==> config.mk <==
export PLATFORM = sky130hd
export DESIGN_NAME = ex_mem_stage_flat
export DESIGN_NICKNAME = d
export VERILOG_FILES = /design/src/rtl/ex_mem_stage_if.sv /design/src/rtl/ex_mem_stage.sv /design/src/flat_wrapper.sv
export SDC_FILE = /design/constraint.sdc
export NUM_CORES = 1
export LEC_CHECK = 0
export CORE_MARGIN = 5
export CORE_UTILIZATION = 50
export CTS_BUF_LIST = sky130_fd_sc_hd__clkbuf_8
export DETAILED_ROUTE_END_ITERATION = 12
export GPL_TIMING_DRIVEN = 0
export HOLD_SLACK_MARGIN = 0.15
export PLACE_DENSITY_LB_ADDON = 0.08
export SLEW_MARGIN = 25
export SYNTH_ARGS = -nofsm -noshare
export SYNTH_HDL_FRONTEND = slang
export SYNTH_SLANG_ARGS = --single-unit
==> constraint.sdc <==
create_clock -name clk_i -period 3.96 [get_ports clk_i]
set_input_delay 1.188 -clock clk_i [delete_from_list [all_inputs] [get_ports clk_i]]
set_output_delay 1.188 -clock clk_i [all_outputs]
set_load 0.02 [all_outputs]
==> src/rtl/ex_mem_stage_if.sv <==
// Execute-to-memory stage bus: upstream beat, downstream beat and fetch redirect.
// The stage connects through the slave modport; its environment uses master.
interface ex_mem_stage_if;
  logic        valid_i;
  logic        ready_o;
  logic [31:0] pc_i;
  logic [31:0] imm_i;
  logic [31:0] alu_result_i;
  logic        branch_i;
  logic        jal_i;
  logic        jalr_i;
  logic [4:0]  rd_i;
  logic        reg_write_i;
  logic        mem_read_i;
  logic        mem_write_i;
  logic [31:0] store_data_i;
  logic        flush_i;

  logic        valid_o;
  logic        ready_i;
  logic [31:0] result_o;
  logic [4:0]  rd_o;
  logic        reg_write_o;
  logic        mem_read_o;
  logic        mem_write_o;
  logic [31:0] store_data_o;
  logic        redirect_o;
  logic [31:0] redirect_pc_o;
  logic        misalign_o;

  modport slave (
    input  valid_i, pc_i, imm_i, alu_result_i, branch_i, jal_i, jalr_i, rd_i,
           reg_write_i, mem_read_i, mem_write_i, store_data_i, flush_i, ready_i,
    output ready_o, valid_o, result_o, rd_o, reg_write_o, mem_read_o, mem_write_o,
           store_data_o, redirect_o, redirect_pc_o, misalign_o
  );

  modport master (
    output valid_i, pc_i, imm_i, alu_result_i, branch_i, jal_i, jalr_i, rd_i,
           reg_write_i, mem_read_i, mem_write_i, store_data_i, flush_i, ready_i,
    input  ready_o, valid_o, result_o, rd_o, reg_write_o, mem_read_o, mem_write_o,
           store_data_o, redirect_o, redirect_pc_o, misalign_o
  );
endinterface

==> src/rtl/ex_mem_stage.sv <==
// EX/MEM pipeline register: resolves branches/jumps, pulses a fetch redirect and squashes wrong-path beats.
// Optional MISALIGN_TRAP_EN: a misaligned taken target is forwarded as a trap beat instead of redirecting.
module ex_mem_stage #(
  parameter int unsigned SQUASH_DEPTH = 2
) (
  input logic         clk_i,
  input logic         rst_i,
  ex_mem_stage_if.slave bus
);

  localparam logic [0:0] RUN    = 1'b0;
  localparam logic [0:0] SQUASH = 1'b1;
  localparam logic [2:0] SQUASH_LOAD = 3'(SQUASH_DEPTH);

  logic [0:0]  state_q;
  logic [2:0]  cnt_q;
  logic        valid_q;
  logic        redirect_q;
  logic [31:0] redirect_pc_q;
  logic [31:0] result_q;
  logic [4:0]  rd_q;
  logic        reg_write_q;
  logic        mem_read_q;
  logic        mem_write_q;
  logic [31:0] store_data_q;

  logic        ready;
  logic        accept;
  logic        taken;
  logic        is_jump;
  logic [31:0] target;
  logic [31:0] result_next;
  logic [31:0] redirect_pc_next;
  logic        do_redirect;
  logic        kill_ctrl;

  assign ready       = !valid_q || bus.ready_i;
  assign accept      = bus.valid_i && ready;
  assign taken       = bus.branch_i | bus.jal_i | bus.jalr_i;
  assign is_jump     = bus.jal_i | bus.jalr_i;
  assign target      = bus.jalr_i ? {bus.alu_result_i[31:1], 1'b0} : (bus.pc_i + bus.imm_i);
  assign result_next = is_jump ? (bus.pc_i + 32'd4) : bus.alu_result_i;

`ifdef MISALIGN_TRAP_EN
  logic misaligned;
  logic misalign_q;

  assign misaligned       = taken && (target[1:0] != 2'b00);
  assign redirect_pc_next = target;
  assign do_redirect      = taken && !misaligned;
  assign kill_ctrl        = misaligned;

  // Trap flag travels with the beat it was computed for; squashed beats never load it.
  always_ff @(posedge clk_i) begin
    if (rst_i) begin
      misalign_q <= 1'b0;
    end else if (!bus.flush_i && state_q == RUN && accept) begin
      misalign_q <= misaligned;
    end
  end

  assign bus.misalign_o = valid_q & misalign_q;
`else
  assign redirect_pc_next = target & ~32'h3;
  assign do_redirect      = taken;
  assign kill_ctrl        = 1'b0;
  assign bus.misalign_o   = 1'b0;
`endif

  // Flush outranks everything but reset; in SQUASH, accepted beats only count down.
  always_ff @(posedge clk_i) begin
    if (rst_i) begin
      state_q       <= RUN;
      cnt_q         <= 3'd0;
      valid_q       <= 1'b0;
      redirect_q    <= 1'b0;
      redirect_pc_q <= 32'd0;
      result_q      <= 32'd0;
      rd_q          <= 5'd0;
      reg_write_q   <= 1'b0;
      mem_read_q    <= 1'b0;
      mem_write_q   <= 1'b0;
      store_data_q  <= 32'd0;
    end else if (bus.flush_i) begin
      state_q    <= RUN;
      cnt_q      <= 3'd0;
      valid_q    <= 1'b0;
      redirect_q <= 1'b0;
    end else begin
      redirect_q <= 1'b0;
      case (state_q)
        RUN: begin
          if (accept) begin
            valid_q      <= 1'b1;
            result_q     <= result_next;
            rd_q         <= bus.rd_i;
            reg_write_q  <= bus.reg_write_i & ~kill_ctrl;
            mem_read_q   <= bus.mem_read_i & ~kill_ctrl;
            mem_write_q  <= bus.mem_write_i & ~kill_ctrl;
            store_data_q <= bus.store_data_i;
            if (do_redirect) begin
              redirect_q    <= 1'b1;
              redirect_pc_q <= redirect_pc_next;
              state_q       <= SQUASH;
              cnt_q         <= SQUASH_LOAD;
            end
          end else if (bus.ready_i) begin
            valid_q <= 1'b0;
          end
        end
        SQUASH: begin
          if (bus.ready_i) begin
            valid_q <= 1'b0;
          end
          if (accept) begin
            cnt_q <= cnt_q - 3'd1;
            if (cnt_q == 3'd1) begin
              state_q <= RUN;
            end
          end
        end
        default: begin
          state_q <= RUN;
          cnt_q   <= 3'd0;
        end
      endcase
    end
  end

  assign bus.ready_o       = ready;
  assign bus.valid_o       = valid_q;
  assign bus.result_o      = result_q;
  assign bus.rd_o          = rd_q;
  assign bus.reg_write_o   = reg_write_q;
  assign bus.mem_read_o    = mem_read_q;
  assign bus.mem_write_o   = mem_write_q;
  assign bus.store_data_o  = store_data_q;
  assign bus.redirect_o    = redirect_q;
  assign bus.redirect_pc_o = redirect_pc_q;

endmodule

==> src/flat_wrapper.sv <==
// flat-port wrapper written by rule: the top's interface ports become plain ports
module ex_mem_stage_flat 
#(
  parameter int unsigned SQUASH_DEPTH = 2
)
  (clk_i, rst_i, bus_valid_i, bus_pc_i, bus_imm_i, bus_alu_result_i, bus_branch_i, bus_jal_i, bus_jalr_i, bus_rd_i, bus_reg_write_i, bus_mem_read_i, bus_mem_write_i, bus_store_data_i, bus_flush_i, bus_ready_i, bus_ready_o, bus_valid_o, bus_result_o, bus_rd_o, bus_reg_write_o, bus_mem_read_o, bus_mem_write_o, bus_store_data_o, bus_redirect_o, bus_redirect_pc_o, bus_misalign_o);
  ex_mem_stage_if bus_i ();
  input logic clk_i;
  input logic rst_i;
  input wire logic [$bits(bus_i.valid_i)-1:0] bus_valid_i;
  input wire logic [$bits(bus_i.pc_i)-1:0] bus_pc_i;
  input wire logic [$bits(bus_i.imm_i)-1:0] bus_imm_i;
  input wire logic [$bits(bus_i.alu_result_i)-1:0] bus_alu_result_i;
  input wire logic [$bits(bus_i.branch_i)-1:0] bus_branch_i;
  input wire logic [$bits(bus_i.jal_i)-1:0] bus_jal_i;
  input wire logic [$bits(bus_i.jalr_i)-1:0] bus_jalr_i;
  input wire logic [$bits(bus_i.rd_i)-1:0] bus_rd_i;
  input wire logic [$bits(bus_i.reg_write_i)-1:0] bus_reg_write_i;
  input wire logic [$bits(bus_i.mem_read_i)-1:0] bus_mem_read_i;
  input wire logic [$bits(bus_i.mem_write_i)-1:0] bus_mem_write_i;
  input wire logic [$bits(bus_i.store_data_i)-1:0] bus_store_data_i;
  input wire logic [$bits(bus_i.flush_i)-1:0] bus_flush_i;
  input wire logic [$bits(bus_i.ready_i)-1:0] bus_ready_i;
  output wire logic [$bits(bus_i.ready_o)-1:0] bus_ready_o;
  output wire logic [$bits(bus_i.valid_o)-1:0] bus_valid_o;
  output wire logic [$bits(bus_i.result_o)-1:0] bus_result_o;
  output wire logic [$bits(bus_i.rd_o)-1:0] bus_rd_o;
  output wire logic [$bits(bus_i.reg_write_o)-1:0] bus_reg_write_o;
  output wire logic [$bits(bus_i.mem_read_o)-1:0] bus_mem_read_o;
  output wire logic [$bits(bus_i.mem_write_o)-1:0] bus_mem_write_o;
  output wire logic [$bits(bus_i.store_data_o)-1:0] bus_store_data_o;
  output wire logic [$bits(bus_i.redirect_o)-1:0] bus_redirect_o;
  output wire logic [$bits(bus_i.redirect_pc_o)-1:0] bus_redirect_pc_o;
  output wire logic [$bits(bus_i.misalign_o)-1:0] bus_misalign_o;
  assign bus_i.valid_i = bus_valid_i;
  assign bus_i.pc_i = bus_pc_i;
  assign bus_i.imm_i = bus_imm_i;
  assign bus_i.alu_result_i = bus_alu_result_i;
  assign bus_i.branch_i = bus_branch_i;
  assign bus_i.jal_i = bus_jal_i;
  assign bus_i.jalr_i = bus_jalr_i;
  assign bus_i.rd_i = bus_rd_i;
  assign bus_i.reg_write_i = bus_reg_write_i;
  assign bus_i.mem_read_i = bus_mem_read_i;
  assign bus_i.mem_write_i = bus_mem_write_i;
  assign bus_i.store_data_i = bus_store_data_i;
  assign bus_i.flush_i = bus_flush_i;
  assign bus_i.ready_i = bus_ready_i;
  assign bus_ready_o = bus_i.ready_o;
  assign bus_valid_o = bus_i.valid_o;
  assign bus_result_o = bus_i.result_o;
  assign bus_rd_o = bus_i.rd_o;
  assign bus_reg_write_o = bus_i.reg_write_o;
  assign bus_mem_read_o = bus_i.mem_read_o;
  assign bus_mem_write_o = bus_i.mem_write_o;
  assign bus_store_data_o = bus_i.store_data_o;
  assign bus_redirect_o = bus_i.redirect_o;
  assign bus_redirect_pc_o = bus_i.redirect_pc_o;
  assign bus_misalign_o = bus_i.misalign_o;
  ex_mem_stage #(.SQUASH_DEPTH(SQUASH_DEPTH)) u_core (.clk_i(clk_i), .rst_i(rst_i), .bus(bus_i));
endmodule
; ---- Word-level counts from Yosys, hierarchy flattened
; Index checks and enable logic that the tools add are counted.
[word_totals]
ff_bits = 108
latch_bits = 0
ramBits = 0
rom_bits = 0
n_memories = 0
[classes]
addsub = 3
n_mul = 0
n_div = 0
order_cmp = 0
n_eq_ne = 4
shift = 0
mux = 14
bitwise_logic = 5
n_reduce_logical = 8
[ops]
columns = operator, count
row1 = two-way mux 32 bit, 2
row2 = "adder 32 x 3 -> 32 bit, second input constant", 1
row3 = adder 32 bit, 1
row4 = two-way mux 3 bit, 3
row5 = two-way mux 1 bit, 6
row6 = case mux 3 bit (2 select lines), 1
row7 = AND reduction 3 bit, 2
row8 = "!= test 2 x 1 -> 1 bit, second input constant", 2
row9 = case mux 1 bit (2 select lines), 2
row10 = AND reduction 4 bit, 1
row11 = "== test 3 x 1 -> 1 bit, second input constant", 1
row12 = OR 1 bit, 3
row13 = OR reduction 3 bit, 1
row14 = "subtractor 3 x 1 -> 3 bit, second input constant", 1
row15 = "!= test 2 bit, second input constant", 1
row16 = NOT 1 bit, 2
row17 = OR reduction 2 bit, 1
row18 = logical AND 1 bit, 1
row19 = zero test 1 bit, 1
row20 = logical OR 1 bit, 1

; ---- Longest topological paths before layout
[logic_depth]
word_depth = 5
depth_mapped = 10
ltp_nobuf = 9

; ---- Least setup slack after synthesis
; Ideal clock, no wire load.
[synth_path]
path_type = input-to-reg
start = in bus_imm_i[16]
end = reg u_core.redirect_pc_q[31], in the netlist u_core.bus.redirect_pc_o[31]
setup_time_ns = 0.130
t_arrival_ns = 2.910
setup_slack_ns = 0.920
path_stages = 10
cell_sequence = ha_1 > clkbuf_1 > a21oi_1 > nand2_1 > a221oi_1 > o221ai_1 > a31o_1 > a31o_1 > xnor2_1 > o22ai_1
[synth_between]
elab_chain_cells = 2
[synth_lines]
columns = item, line_no
row1 = "start, declared", flat_wrapper.sv:12  ; input wire logic [$bits(bus_i.imm_i)-1:0] bus_imm_i;
row2 = adder 32 bit, ex_mem_stage.sv:41  ; assign target = bus.jalr_i ? {bus.alu_result_i[31:1], 1'b0} : (bus.pc_i + bus.imm_i);
row3 = two-way mux 32 bit, ex_mem_stage.sv:41
row4 = "end signal, assigned", ex_mem_stage.sv:103  ; redirect_pc_q <= redirect_pc_next;
row5 = "end, declared", ex_mem_stage.sv:19  ; logic [31:0] redirect_pc_q;
; No other way between the ends.
; A chain may end at the register's enable or synchronous reset.

; ---- Worst setup path in the final report
[layout_path]
start = in bus_pc_i[4]
end = reg u_core.redirect_pc_q[29], in the netlist u_core.bus.redirect_pc_o[29]
[layout_between]
elab_chain_cells = 2
[layout_lines]
columns = item, line_no
row1 = "start, declared", flat_wrapper.sv:11  ; input wire logic [$bits(bus_i.pc_i)-1:0] bus_pc_i;
row2 = adder 32 bit, ex_mem_stage.sv:41
row3 = two-way mux 32 bit, ex_mem_stage.sv:41
; No other way between the ends.

==> run summary <==
====================================================================================================
Worst path bufs/invs                                                                               1
Largest stage delay on the critical path                                                     0.58 ns
Cell type contributing the most total cell area after synthesis                         sky130_fd_sc_hd__dfxtp_1
Final critical delay including setup and external delays                                     3.67 ns
Number of buffers created by CTS                                                                   9
Static power due to leakage                                                               0.00355 µW
Remaining routing DRC violations                                                                   0
First-pass GRT wire length                                                                  37100 µm
Post-CTS setup buffers                                                                             0
Count of maximum capacitance violations                                                            0
Via count                                                                                       7431
Largest net degree at the start of global routing                                                 19
Global-route usage over all layers                                                             29.4%
Kind of start point of the critical path                                                  input port
Clock-pin slew reported for the worst setup and hold paths after clock tree synthesis        0.10 ns
Area inside the core boundary                                                              13100 µm²
Final hold violations                                                                              0
Post-route clock period utilization                                                            92.7%
Mapped Area                                                                                 6610 µm²
Final core utilization                                                                         72.7%
Sequential fraction of the synthesis area                                                      32.7%
DPL Wire Length                                                                             19400 µm
FP Rows                                                                                           42
Worst vdd rail ir drop                                                                        161 µV
Count of flip-flops with a built-in enable after synthesis                                         0
Cell count after synthesis                                                                       870
# resized after CTS                                                                                0
Worst path setup slack after routing                                                        0.290 ns
Layout cell share with drive strength beyond 1                                                 3.96%
Detailed-route vias per instance                                                                5.66
Average wire per standard cell                                                               18.4 µm
Number of antenna diodes                                                                           0
Synth top area share                                                                           32.7%
Die outline area                                                                           15600 µm²
Most frequent cell after synthesis                                                      sky130_fd_sc_hd__nand2_1
Initial DRC count                                                                                655
Vias in the first global route                                                                  7022
I/O pin cnt                                                                                      252
Count of nets left with antenna violations after detail routing                                    0
Gate family responsible for the most delay along the worst path                         compound AO/OA/AOI/OAI gates
Maximum fanout encountered on the critical timing path                                             6
Run status                                                                              finished, final reports clean
Cell at the slowest stage of the critical path                                          sky130_fd_sc_hd__clkdlybuf4s50_1
Initial antenna violation count                                                                    0
Final wirelength                                                                            24100 µm
Average footprint of a synthesized cell                                                     7.60 µm²
Finished Layout Cells                                                                           1312
Unrepaired setup endpoints after global routing                                                false
Number of placed instances, taps included                                                       1296
Critical path capture point type                                                            register
Worst relative slew slack                                                                      54.3%
Starting Density                                                                               50.5%
Cell at the root of the clock tree                                                      sky130_fd_sc_hd__clkbuf_8
Measured slew at the worst slew-check pin                                                   0.683 ns
Setup violations, final                                                                            0
Final net count                                                                                 1308
Hold crit path type                                                                       reg -> reg
Synth area leaders                                                                      sky130_fd_sc_hd__dfxtp_1, sky130_fd_sc_hd__nand2_1, sky130_fd_sc_hd__a21oi_1
Routability cong.                                                                              0.926
Power per cell area                                                                       295 nW/µm²
Register bit count reported by yosys                                                             108
Synth async-reset ratio                                                                           0%
Buffer levels on the longest clock path                                                            2
Worst slack at placement                                                                  -0.0662 ns
Number of library cell types mapped by synthesis                                                  70
Die width                                                                                     125 µm
List of cells traversed by the critical path                                            clkdlybuf4s50_1 > ha_1 > nand3_1 > a21oi_2 > o21ai_1 > a21oi_2 > nand4_1 > a211oi_2 > a21oi_1 > a311o_1
TritonCTS Sinks                                                                                  108
Die outline height                                                                            125 µm
Highest clock frequency the design can meet                                                  272 MHz
First-pass iteration count of the detailed router                                                  5
Port Buffer Count                                                                                248
CTS tree                                                                                         yes
Data arrival time of the worst path                                                          3.95 ns
Final Skew                                                                                 0.0139 ns
Worst-Skew Late Latency                                                                      0.40 ns
Critical path class                                                                        in -> reg
Yosys warnings                                                                                     0
Crit path required time                                                                      4.24 ns
Hold buffers post-CTS                                                                              0
Number of levels in the clock H-tree                                                               3
Post-synth top flop                                                                     sky130_fd_sc_hd__dfxtp_1
Setup TNS after final layout                                                                    0 ns
Max-slew violations                                                                                0
Cell with the most instances on the worst path                                          sky130_fd_sc_hd__a21oi_2
Leading post-synthesis cells by instance count                                          sky130_fd_sc_hd__nand2_1, sky130_fd_sc_hd__a21oi_1, sky130_fd_sc_hd__dfxtp_1
Syn-to-layout area delta                                                                       43.8%
Sum of overflow across all layers after global routing                                             0
====================================================================================================
[final timing paths]
kind | from | endpoint | slack (ns) | depth (start not counted)
min | u_core.bus.redirect_pc_o[4] | u_core.bus.redirect_pc_o[4] | 0.45 | 2
min reg2reg | u_core.bus.redirect_pc_o[4] | u_core.bus.redirect_pc_o[4] | 0.45 | 2
max | bus_pc_i[4] | u_core.bus.redirect_pc_o[29] | 0.29 | 10
max reg2reg | u_core.bus.valid_o | u_core.bus.redirect_pc_o[3] | 1.49 | 8
[cell type report]
type                       count  area (µm²)
timing repair buffer         248        2480
inverter                      15        56.3
sequential                   108        2160
fill                        1106        3580
multi-input combinational    693        4170
clock inverter                 6        47.5
clock buffer                  10         138
buffer                        56         230
tap                          176         220
[report_power, final]
group          internal, µW  switching [µW]
combinational           439             518
clock                   253             415
sequential             1150            34.9
total                  1840             968
[metrics by stage]
step,instance area (µm²),hold slack (ns),total power [µW]
after floorplan,6620,0.436,1720
after global placement,9320,0.438,2140
after detailed placement,9320,0.445,2150
after CTS,9510,0.457,2800
after global routing,9510,0.480,2930
final,9510,0.454,2810
[per-layer routing]
| metal | track usage (%) | vias to the layer above | part of all wire (%) |
|---|---|---|---|
| met3 | 4.39 | 60 | 8.1 |
| met5 | 0 | - | 0 |
| li1 | - | 3594 | - |
| met4 | 13.6 | 0 | 3.7 |
| met2 | 47.9 | 375 | 46 |
| met1 | 38.5 | 3402 | 42 |
[state kept, by name, indices dropped and copies added, names as in the netlist]
register	count
u_core.bus.mem_read_o	1
u_core.bus.redirect_pc_o	30
u_core.bus.reg_write_o	1
u_core.bus.redirect_o	1
u_core.bus.rd_o	5
u_core.bus.valid_o	1
u_core.state_q	1
u_core.bus.store_data_o	32
u_core.cnt_q	3
u_core.bus.mem_write_o	1
u_core.bus.result_o	32
[cell usage in the layout (no fill, tap or decap), drive strengths merged, types with 10 or more instances in the layout]
| cell type | n |
|---|---|
| buf | 11 |
| a21oi | 114 |
| nand3 | 26 |
| xor2 | 28 |
| nor3 | 17 |
| nand4 | 12 |
| dfxtp | 108 |
| nor2 | 88 |
| a211oi | 37 |
| clkdlybuf4s50 | 248 |
| nand2 | 150 |
| a21o | 17 |
| inv | 19 |
| o21ai | 32 |
| ha | 33 |
| and3 | 10 |
| clkbuf | 55 |
| xnor2 | 25 |
[tightest hold or removal path, delay by kind of cell (launching register included)]
kind / cells / cell delay [ns]
DFF: 1 / 0.32
AOI/OAI and AO/OA: 1 / 0.05
and+or+nand+nor: 1 / 0.05
[logic make-up after synthesis]
logic type	after synthesis	synth area share [%]
buffers and inverters	71	4.33
adder cells (fa/ha/maj)	33	6.24
flip-flops	108	32.7
other	1	0.0567
XOR/XNOR	53	7.02
multiplexers	3	0.454
AO/OA/AOI/OAI	262	25.5
AND/OR/NAND/NOR	339	23.7
No activity file was read; power rests on OpenSTA's default activity.
